$ cat src/rtl/hus_parm_bank.sv
// hus_parm_bank: multi-channel HUS reload bank and sample/tick timebase.
// Latches per-channel 32-bit reloads and global sample/tick rates from
// Z80 byte writes, generates sample_stb/tick_stb, commits reloads on tick.
// Ports:
//   clk, rst_n            clock, async active-low reset
//   en                    timebase enable (0 holds counters at 0)
//   wr_stb/wr_addr/zdata  byte write port
//   rd_addr/rd_data       readback (mux present only with HUS_PARM_RDBK_EN)
//   sample_stb/tick_stb   registered timebase strobes
//   reload/reload_vld     committed reloads (ch n at [32n+31:32n]) and pulses
// Config macro: HUS_PARM_RDBK_EN enables the readback mux; otherwise rd_data=8'hFF.
module hus_parm_bank #(
    parameter int CHANNELS = 4,
    parameter int ADDR_W   = 5
) (
    input  logic                   clk,
    input  logic                   rst_n,
    input  logic                   en,
    input  logic                   wr_stb,
    input  logic [ADDR_W-1:0]      wr_addr,
    input  logic [7:0]             zdata,
    input  logic [ADDR_W-1:0]      rd_addr,
    output logic [7:0]             rd_data,
    output logic                   sample_stb,
    output logic                   tick_stb,
    output logic [32*CHANNELS-1:0] reload,
    output logic [CHANNELS-1:0]    reload_vld
);

    localparam logic [ADDR_W-1:0] A_SR  = ADDR_W'(4*CHANNELS);
    localparam logic [ADDR_W-1:0] A_TRL = ADDR_W'(4*CHANNELS+1);
    localparam logic [ADDR_W-1:0] A_TRH = ADDR_W'(4*CHANNELS+2);

    logic [CHANNELS-1:0][31:0] shadow;
    logic [CHANNELS-1:0][31:0] rel_q;
    logic [CHANNELS-1:0]       pend;
    logic [CHANNELS-1:0]       vld_q;
    logic [CHANNELS-1:0]       b3_wr;

    logic [7:0] sr_sh;
    logic [7:0] sr_act;
    logic [7:0] scnt;
    logic [9:0] tr_sh;
    logic [9:0] tr_act;
    logic [9:0] tcnt;
    logic       s_q;
    logic       t_q;
    logic       s_wrap;
    logic       t_wrap;

    assign s_wrap = en && (scnt == sr_act);
    assign t_wrap = s_wrap && (tcnt == tr_act);

    always_comb begin
        b3_wr = '0;
        for (int c = 0; c < CHANNELS; c++) begin
            b3_wr[c] = wr_stb && (wr_addr == ADDR_W'(4*c+3));
        end
    end

    // Timebase; active rates only change at their own wrap or while idle
    always_ff @(posedge clk or negedge rst_n) begin
        if (!rst_n) begin
            scnt   <= '0;
            tcnt   <= '0;
            s_q    <= 1'b0;
            t_q    <= 1'b0;
            sr_act <= '0;
            tr_act <= '0;
        end else begin
            if (!en) begin
                scnt <= '0;
                tcnt <= '0;
                s_q  <= 1'b0;
                t_q  <= 1'b0;
            end else begin
                s_q  <= s_wrap;
                t_q  <= t_wrap;
                scnt <= s_wrap ? 8'd0 : scnt + 8'd1;
                if (s_wrap) begin
                    tcnt <= t_wrap ? 10'd0 : tcnt + 10'd1;
                end
            end
            if (!en || s_wrap) begin
                sr_act <= sr_sh;
            end
            if (!en || t_wrap) begin
                tr_act <= tr_sh;
            end
        end
    end

    // Shadow registers
    always_ff @(posedge clk or negedge rst_n) begin
        if (!rst_n) begin
            shadow <= '0;
            sr_sh  <= '0;
            tr_sh  <= '0;
        end else if (wr_stb) begin
            for (int c = 0; c < CHANNELS; c++) begin
                for (int b = 0; b < 4; b++) begin
                    if (wr_addr == ADDR_W'(4*c+b)) begin
                        shadow[c][8*b +: 8] <= zdata;
                    end
                end
            end
            if (wr_addr == A_SR) begin
                sr_sh <= zdata;
            end
            if (wr_addr == A_TRL) begin
                tr_sh[7:0] <= zdata;
            end
            if (wr_addr == A_TRH) begin
                tr_sh[9:8] <= zdata[1:0];
            end
        end
    end

    // Commit: the pre-edge shadow commits only if already pending;
    // a byte-3 write landing on the tick edge defers to the next tick.
    always_ff @(posedge clk or negedge rst_n) begin
        if (!rst_n) begin
            rel_q <= '0;
            vld_q <= '0;
            pend  <= '0;
        end else if (t_q) begin
            for (int c = 0; c < CHANNELS; c++) begin
                rel_q[c] <= pend[c] ? shadow[c] : 32'd0;
            end
            vld_q <= pend;
            pend  <= b3_wr;
        end else begin
            vld_q <= '0;
            pend  <= pend | b3_wr;
        end
    end

    assign sample_stb = s_q;
    assign tick_stb   = t_q;
    assign reload     = rel_q;
    assign reload_vld = vld_q;

`ifdef HUS_PARM_RDBK_EN
    always_comb begin
        rd_data = 8'hFF;
        for (int c = 0; c < CHANNELS; c++) begin
            for (int b = 0; b < 4; b++) begin
                if (rd_addr == ADDR_W'(4*c+b)) begin
                    rd_data = shadow[c][8*b +: 8];
                end
            end
        end
        if (rd_addr == A_SR) begin
            rd_data = sr_sh;
        end
        if (rd_addr == A_TRL) begin
            rd_data = tr_sh[7:0];
        end
        if (rd_addr == A_TRH) begin
            rd_data = {6'd0, tr_sh[9:8]};
        end
    end
`else
    logic unused_rd;
    assign unused_rd = ^rd_addr;
    assign rd_data   = 8'hFF;
`endif

endmodule
$ cat config.mk
export PLATFORM = sky130hd
export DESIGN_NAME = hus_parm_bank
export DESIGN_NICKNAME = d
export VERILOG_FILES = /design/src/rtl/hus_parm_bank.sv
export SDC_FILE = /design/constraint.sdc
export NUM_CORES = 1
export LEC_CHECK = 0
export CAP_MARGIN = 15
export CELL_PAD_IN_SITES_DETAIL_PLACEMENT = 0
export CELL_PAD_IN_SITES_GLOBAL_PLACEMENT = 1
export CORE_MARGIN = 2
export CORE_UTILIZATION = 45
export DETAILED_ROUTE_END_ITERATION = 8
export PLACE_DENSITY_LB_ADDON = 0.1
export RECOVER_POWER = 100
export SLEW_MARGIN = 20
export SYNTH_ARGS = -nofsm -noshare
export SYNTH_HDL_FRONTEND = slang
export SYNTH_SLANG_ARGS = --single-unit
$ cat constraint.sdc
create_clock -name clk -period 2.5 [get_ports clk]
set_input_delay 0.5 -clock clk [delete_from_list [all_inputs] [get_ports clk]]
set_output_delay 0.5 -clock clk [all_outputs]
set_load 0.01 [all_outputs]
==> results of run 1 <==
-- Yosys cell counts (all sizes together) --
master	number	area, um2
dfrtp	320	8008
mux2	164	1847
a22o	83	727.0
nand3	70	350.3
inv	46	172.7
o21ai	46	241.5
clkbuf	42	157.7
buf	25	137.6
nand2	23	88.84
nor2	17	66.32
xor2	13	113.9
xnor2	11	96.34
nand4	10	62.56
nor2b	7	43.79
and3	5	31.28
nor3	5	30.03
a21o	4	30.03
a31oi	4	25.02
and2	4	25.02
nand4b	3	26.28
a21oi	2	10.01
ha	2	25.02
nand3b	2	15.01
nor4	2	12.51
and3b	1	8.760
and4	1	8.760
clkinv	1	3.750
conb	1	3.750
nor3b	1	12.51
or2	1	6.260
-- layout make-up --
class | instances | area share (%)
Timing Repair Buffer | 186 | 11.42
Clock buffer | 53 | 6.741
Tap cell | 341 | 2.776
Sequential cell | 320 | 52.11
Clock inverter | 5 | 0.3501
Inverter | 47 | 1.148
Multi-Input combinational cell | 489 | 25.45
-- sequential cells by signal, summed over array words and instances (netlist names) --
signal / count
reload: 128
shadow: 128
tcnt: 10
tr_act: 10
tr_sh: 10
scnt: 8
sr_act: 8
sr_sh: 8
pend: 4
reload_vld: 4
sample_stb: 1
tick_stb: 1
-- metrics by stage --
stage / area, um2 / cells
finish: 15370 / 1441
global route: 15370 / 1441
CTS: 15460 / 1441
detailed placement: 14370 / 1383
global placement: 14370 / 1383
floorplan: 12410 / 923
-- logic make-up after synthesis --
family          Yosys count  synth area share [%]
compound gates          139                 8.344
other cells               1               0.03027
xor+xnor                 24                 1.697
mux                     164                 14.91
buf+inv                 114                 3.808
flops                   320                 64.65
simple gates            152                 6.364
fa+ha+maj                 2                0.2020
-- where the power goes --
part | internal (mW) | switching [mW] | leakage, nW | total (mW)
clock network | 2.95 | 1.97 | 0.535 | 4.92
logic | 1.29 | 0.987 | 2.68 | 2.28
registers | 6.14 | 0.629 | 4.26 | 6.77
-- layer usage --
| layer | up-vias | GRT usage, % | wire length (um) |
|---|---|---|---|
| met1 | 3977 | 29.90 | 13410 |
| li1 | 3537 | - | - |
| met3 | 34 | 5.442 | 1739 |
| met4 | 4 | 4.422 | 403 |
| met5 | - | 0 | 30 |
| met2 | 169 | 30.36 | 12610 |
-- critical path: cells and delay by family --
kind          cells  cell delay [ps]
simple gates      3              680
mux               1              400
buf+inv           2              920
-- final timing paths --
path                            slack, ps    endpoint     from
worst max-delay path                  360  shadow[59]   wr_stb
worst min-delay path                  470     pend[2]  pend[2]
worst max register to register        390   tr_act[0]  scnt[0]
worst min register to register        470     pend[2]  pend[2]
max in group asynchronous             600   tr_act[7]    rst_n
min in group asynchronous             590  reload[35]    rst_n
==> results.sh, run 1 <==
export IMPL_status="finished with violations"
export IMPL_violations="capacitance limit, slew limit"
export IMPL_pre_cts_slack_ps=79.92
export IMPL_antenna_found_initial=2
export IMPL_final_common_cell="dfrtp_1"
export IMPL_synth_area_mm2=0.01239
export IMPL_syn_instance_count=916
export IMPL_clock_sinks=320
export IMPL_syn_to_final_growth_pct=24.07
export IMPL_num_fill_cells=2310
export IMPL_drive_above_1_share_pct=21.73
export IMPL_die_h_um=169.9
export IMPL_grt_max_degree=92
export IMPL_tns_ps=0
export IMPL_hold_violations=0
export IMPL_synth_seq_area_share_pct=64.65
export IMPL_cpMostUsedCell="nor2b_1"
export IMPL_final_max_slew_viol_count=76
export IMPL_critical_path_class="in2reg"
export IMPL_drtIter0Drc=482
export IMPL_hold_depth=1
export IMPL_avgSynthCellArea_um2=13.52
export IMPL_drc=0
export IMPL_cp_max_fo=9
export IMPL_p_per_area_mw_per_mm2=908.8
export IMPL_die_area_mm2=0.02887
export IMPL_firstDrtPassIters=6
export IMPL_register_area_mm2=0.008009
export IMPL_post_cts_buffers=0
export IMPL_crit_slowest_cell="clkdlybuf4s50_1"
export IMPL_track_usage_pct=20.31
export IMPL_rsz0062_at_grt="no"
export IMPL_diodes=0
export IMPL_row_count=60
export IMPL_clk_path_buf_depth=3
export IMPL_maxCapViolCount=1
export IMPL_cts_tree="built"
export IMPL_min_path_type="reg2reg"
export IMPL_finish_utilization_pct=56.87
export IMPL_ys_warnings_count=0
export IMPL_insertion_delay_ps=500
export IMPL_r2r_cells=5
export IMPL_tritoncts_num_buffers=35
export IMPL_htreeDepth=2
export IMPL_cts_hold_buf=0
export IMPL_coreArea_mm2=0.02703
export IMPL_clk_transition_reported_paths_ps=60
export IMPL_start_util_pct=45.83
export IMPL_grt_overflow=0
export IMPL_min_period_ps=2140
export IMPL_synth_seq_cells=320
export IMPL_worst_pin_slew_ps=2142
export IMPL_slowest_delay_ps=460
export IMPL_viasPerCell=5.358
export IMPL_grt_pass1_vias=7758
export IMPL_crit_path_start_kind="input pin"
export IMPL_grt_pass1_wl_um=45310
export IMPL_vias=7721
export IMPL_io_pins=164
export IMPL_clock_skew_ps=15.81
export IMPL_wl_um=28190
export IMPL_nets=1103
export IMPL_dieWidth_um=169.9
export IMPL_post_drt_wl_per_cell_um=19.56
export IMPL_finalPower_mw=13.97
export IMPL_dpl_hpwl_um=17360
export IMPL_clock_root_buffer="clkbuf_16"
export IMPL_cp_required_ps=2880
export IMPL_peakVddDrop_uv=608.5
export IMPL_final_cell_mix="dfrtp_1, mux2_2, dlygate4sd3_1, a22o_1, nand3_1"
export IMPL_clock_fmax_mhz=467.4
export IMPL_drtAntennaViolNets=0
export IMPL_crit_chain="clkdlybuf4s50_1 > nor2b_1 > and3b_1 > nor2b_1 > clkbuf_1 > mux2_2"
export IMPL_leakage_nw=7.470
export IMPL_arrival_ps=2520
export IMPL_gp_congestion=0.7824
export IMPL_cts_resized_gates=0
export IMPL_io_buffers=150
export IMPL_multiInputGateArea_mm2=0.003911
export IMPL_worst_slack_ps=360.3
export IMPL_maxSlewHeadroom_pct=-42.80
export IMPL_yosysUniqueCellTypes=36
export IMPL_end_kind="register"
export IMPL_setup_viol=0
export IMPL_holdWs_ps=472.3
export IMPL_period_share_pct=85.59
No activity file was read; power rests on OpenSTA's default activity.
==> inputs of run 2 (changes only) <==
CELL_PAD_IN_SITES_DETAIL_PLACEMENT = unset   (was 0)
CELL_PAD_IN_SITES_GLOBAL_PLACEMENT = unset   (was 1)
CORE_UTILIZATION = 55   (was 45)
PLACE_DENSITY = 0.8   (was unset)
PLACE_DENSITY_LB_ADDON = unset   (was 0.1)
==> results.sh, run 2 (synthesis results as in run 1) <==
export IMPL_status="finished, final reports clean"
export IMPL_arrival_ps=1730
export IMPL_tritoncts_num_buffers=31
export IMPL_antenna_found_initial=2
export IMPL_path_buf_inv=1
export IMPL_clk_transition_reported_paths_ps=60
export IMPL_crit_chain="dlygate4sd3_1"
export IMPL_dpl_hpwl_um=16900
export IMPL_syn_to_final_growth_pct=21.96
export IMPL_grt_overflow=0
export IMPL_tns_ps=0
export IMPL_crit_family="buffers and inverters"
export IMPL_clock_sinks=320
export IMPL_gp_congestion=0.8177
export IMPL_peakVddDrop_uv=498.9
export IMPL_drtIter0Drc=529
export IMPL_setup_viol=0
export IMPL_grt_pass1_wl_um=44110
export IMPL_viasPerCell=5.802
export IMPL_rrSetupSlack_ps=380
export IMPL_die_h_um=154.1
export IMPL_cts_resized_gates=0
export IMPL_track_usage_pct=23.51
export IMPL_cp_required_ps=2000
export IMPL_worst_pin_slew_ps=1422
export IMPL_critical_path_class="reg2out"
export IMPL_p_per_area_mw_per_mm2=884.5
export IMPL_grt_pass1_vias=7980
export IMPL_grt_max_degree=92
export IMPL_post_drt_wl_per_cell_um=20.24
export IMPL_crit_path_start_kind="register"
export IMPL_end_kind="output port"
export IMPL_hold_violations=0
export IMPL_clock_skew_ps=14.70
export IMPL_wl_um=27670
export IMPL_htreeDepth=1
export IMPL_stdcell_count=1367
export IMPL_cp_max_fo=6
export IMPL_nets=1093
export IMPL_final_area_mm2=0.01511
export IMPL_crit_slowest_cell="dlygate4sd3_1"
export IMPL_final_cell_mix="dfrtp_1, mux2_2, dlygate4sd3_1, a22o_1, nand3_1"
export IMPL_row_count=54
export IMPL_final_max_slew_viol_count=0
export IMPL_clk_path_buf_depth=3
export IMPL_maxCapViolCount=0
export IMPL_clock_fmax_mhz=448.8
export IMPL_start_util_pct=56.41
export IMPL_leakage_nw=7.373
export IMPL_post_cts_buffers=0
export IMPL_io_buffers=150
export IMPL_coreArea_mm2=0.02196
export IMPL_dieWidth_um=154.1
export IMPL_maxSlewHeadroom_pct=5.168
export IMPL_drc=0
export IMPL_cts_tree="built"
export IMPL_final_common_cell="dfrtp_1"
export IMPL_die_area_mm2=0.02374
export IMPL_use_met1_pct=32.90
export IMPL_top_usage_layer="met2"
export IMPL_clock_root_buffer="clkbuf_16"
export IMPL_drtAntennaViolNets=0
export IMPL_io_pins=164
export IMPL_rsz0062_at_grt="no"
export IMPL_grtUsageMet2_pct=37.86
export IMPL_holdWs_ps=475.6
export IMPL_period_share_pct=89.12
export IMPL_drive_above_1_share_pct=21.09
export IMPL_slowest_delay_ps=660
export IMPL_place_area_mm2=0.01424
export IMPL_insertion_delay_ps=560
export IMPL_place_inst=1315
export IMPL_use_met3_pct=3.890
export IMPL_firstDrtPassIters=5
export IMPL_min_path_type="reg2reg"
export IMPL_vias=7931
export IMPL_min_period_ps=2228
-- run 2: metrics by stage --
step | power [mW] | util [%] | worst slack (ps)
floorplan | 8.027 | - | 697.5
global placement | 9.203 | 64.87 | 137.9
detailed placement | 9.335 | 64.87 | 99.97
CTS | 13.62 | 69.07 | 373.1
global route | 13.96 | 68.79 | 185.5
finish | 13.36 | 68.80 | 271.9
-- run 2: routing by layer --
metal / vias up / part of all wire (%)
met1: 4103 / 43
met5: - / 0
met2: 258 / 48
li1: 3516 / -
met3: 54 / 5.9
met4: 0 / 2.9
-- run 2: cell type report --
cell class,count,area (um2)
inverters,47,176.4
well taps,280,350.3
fillers,1528,6852
flip-flops and latches,320,8008
clock buffers,47,875.8
diodes,1,2.502
repair buffers,180,1734
multi-input cells,489,3924
clock inverters,3,36.28
-- run 2: path summary, 6_finish.rpt --
path / startpoint / end / cells after the start
worst max-delay path: tick_stb / tick_stb / 1
worst min-delay path: pend[3] / pend[3] / 1
worst max register to register: scnt[0] / tr_act[6] / 5
worst min register to register: pend[3] / pend[3] / 1
max in group asynchronous: rst_n / shadow[15] / 3
min in group asynchronous: rst_n / shadow[10] / 2
-- run 2: report_power, final --
group | leakage [nW] | total (mW) | internal, mW | switching [mW]
sequential | 4.26 | 6.83 | 6.14 | 0.686
combinational | 2.67 | 2.27 | 1.29 | 0.980
clock | 0.445 | 4.27 | 2.40 | 1.87
-- run 2: worst register-to-register path, delay by kind of cell, from the launching register on --
kind / cells / cell delay, ps
xor gates and xnor gates: 1 / 160
and+or+nand+nor: 2 / 580
AOI/OAI and AO/OA: 1 / 420
muxes: 1 / 390
DFF: 1 / 460
-- run 2: repair_timing --
action                                  4_1_cts  5_1_grt
endpoints found under the hold margin        50        0
endpoints found under the setup margin        0        0
hold buffers                                  1        0
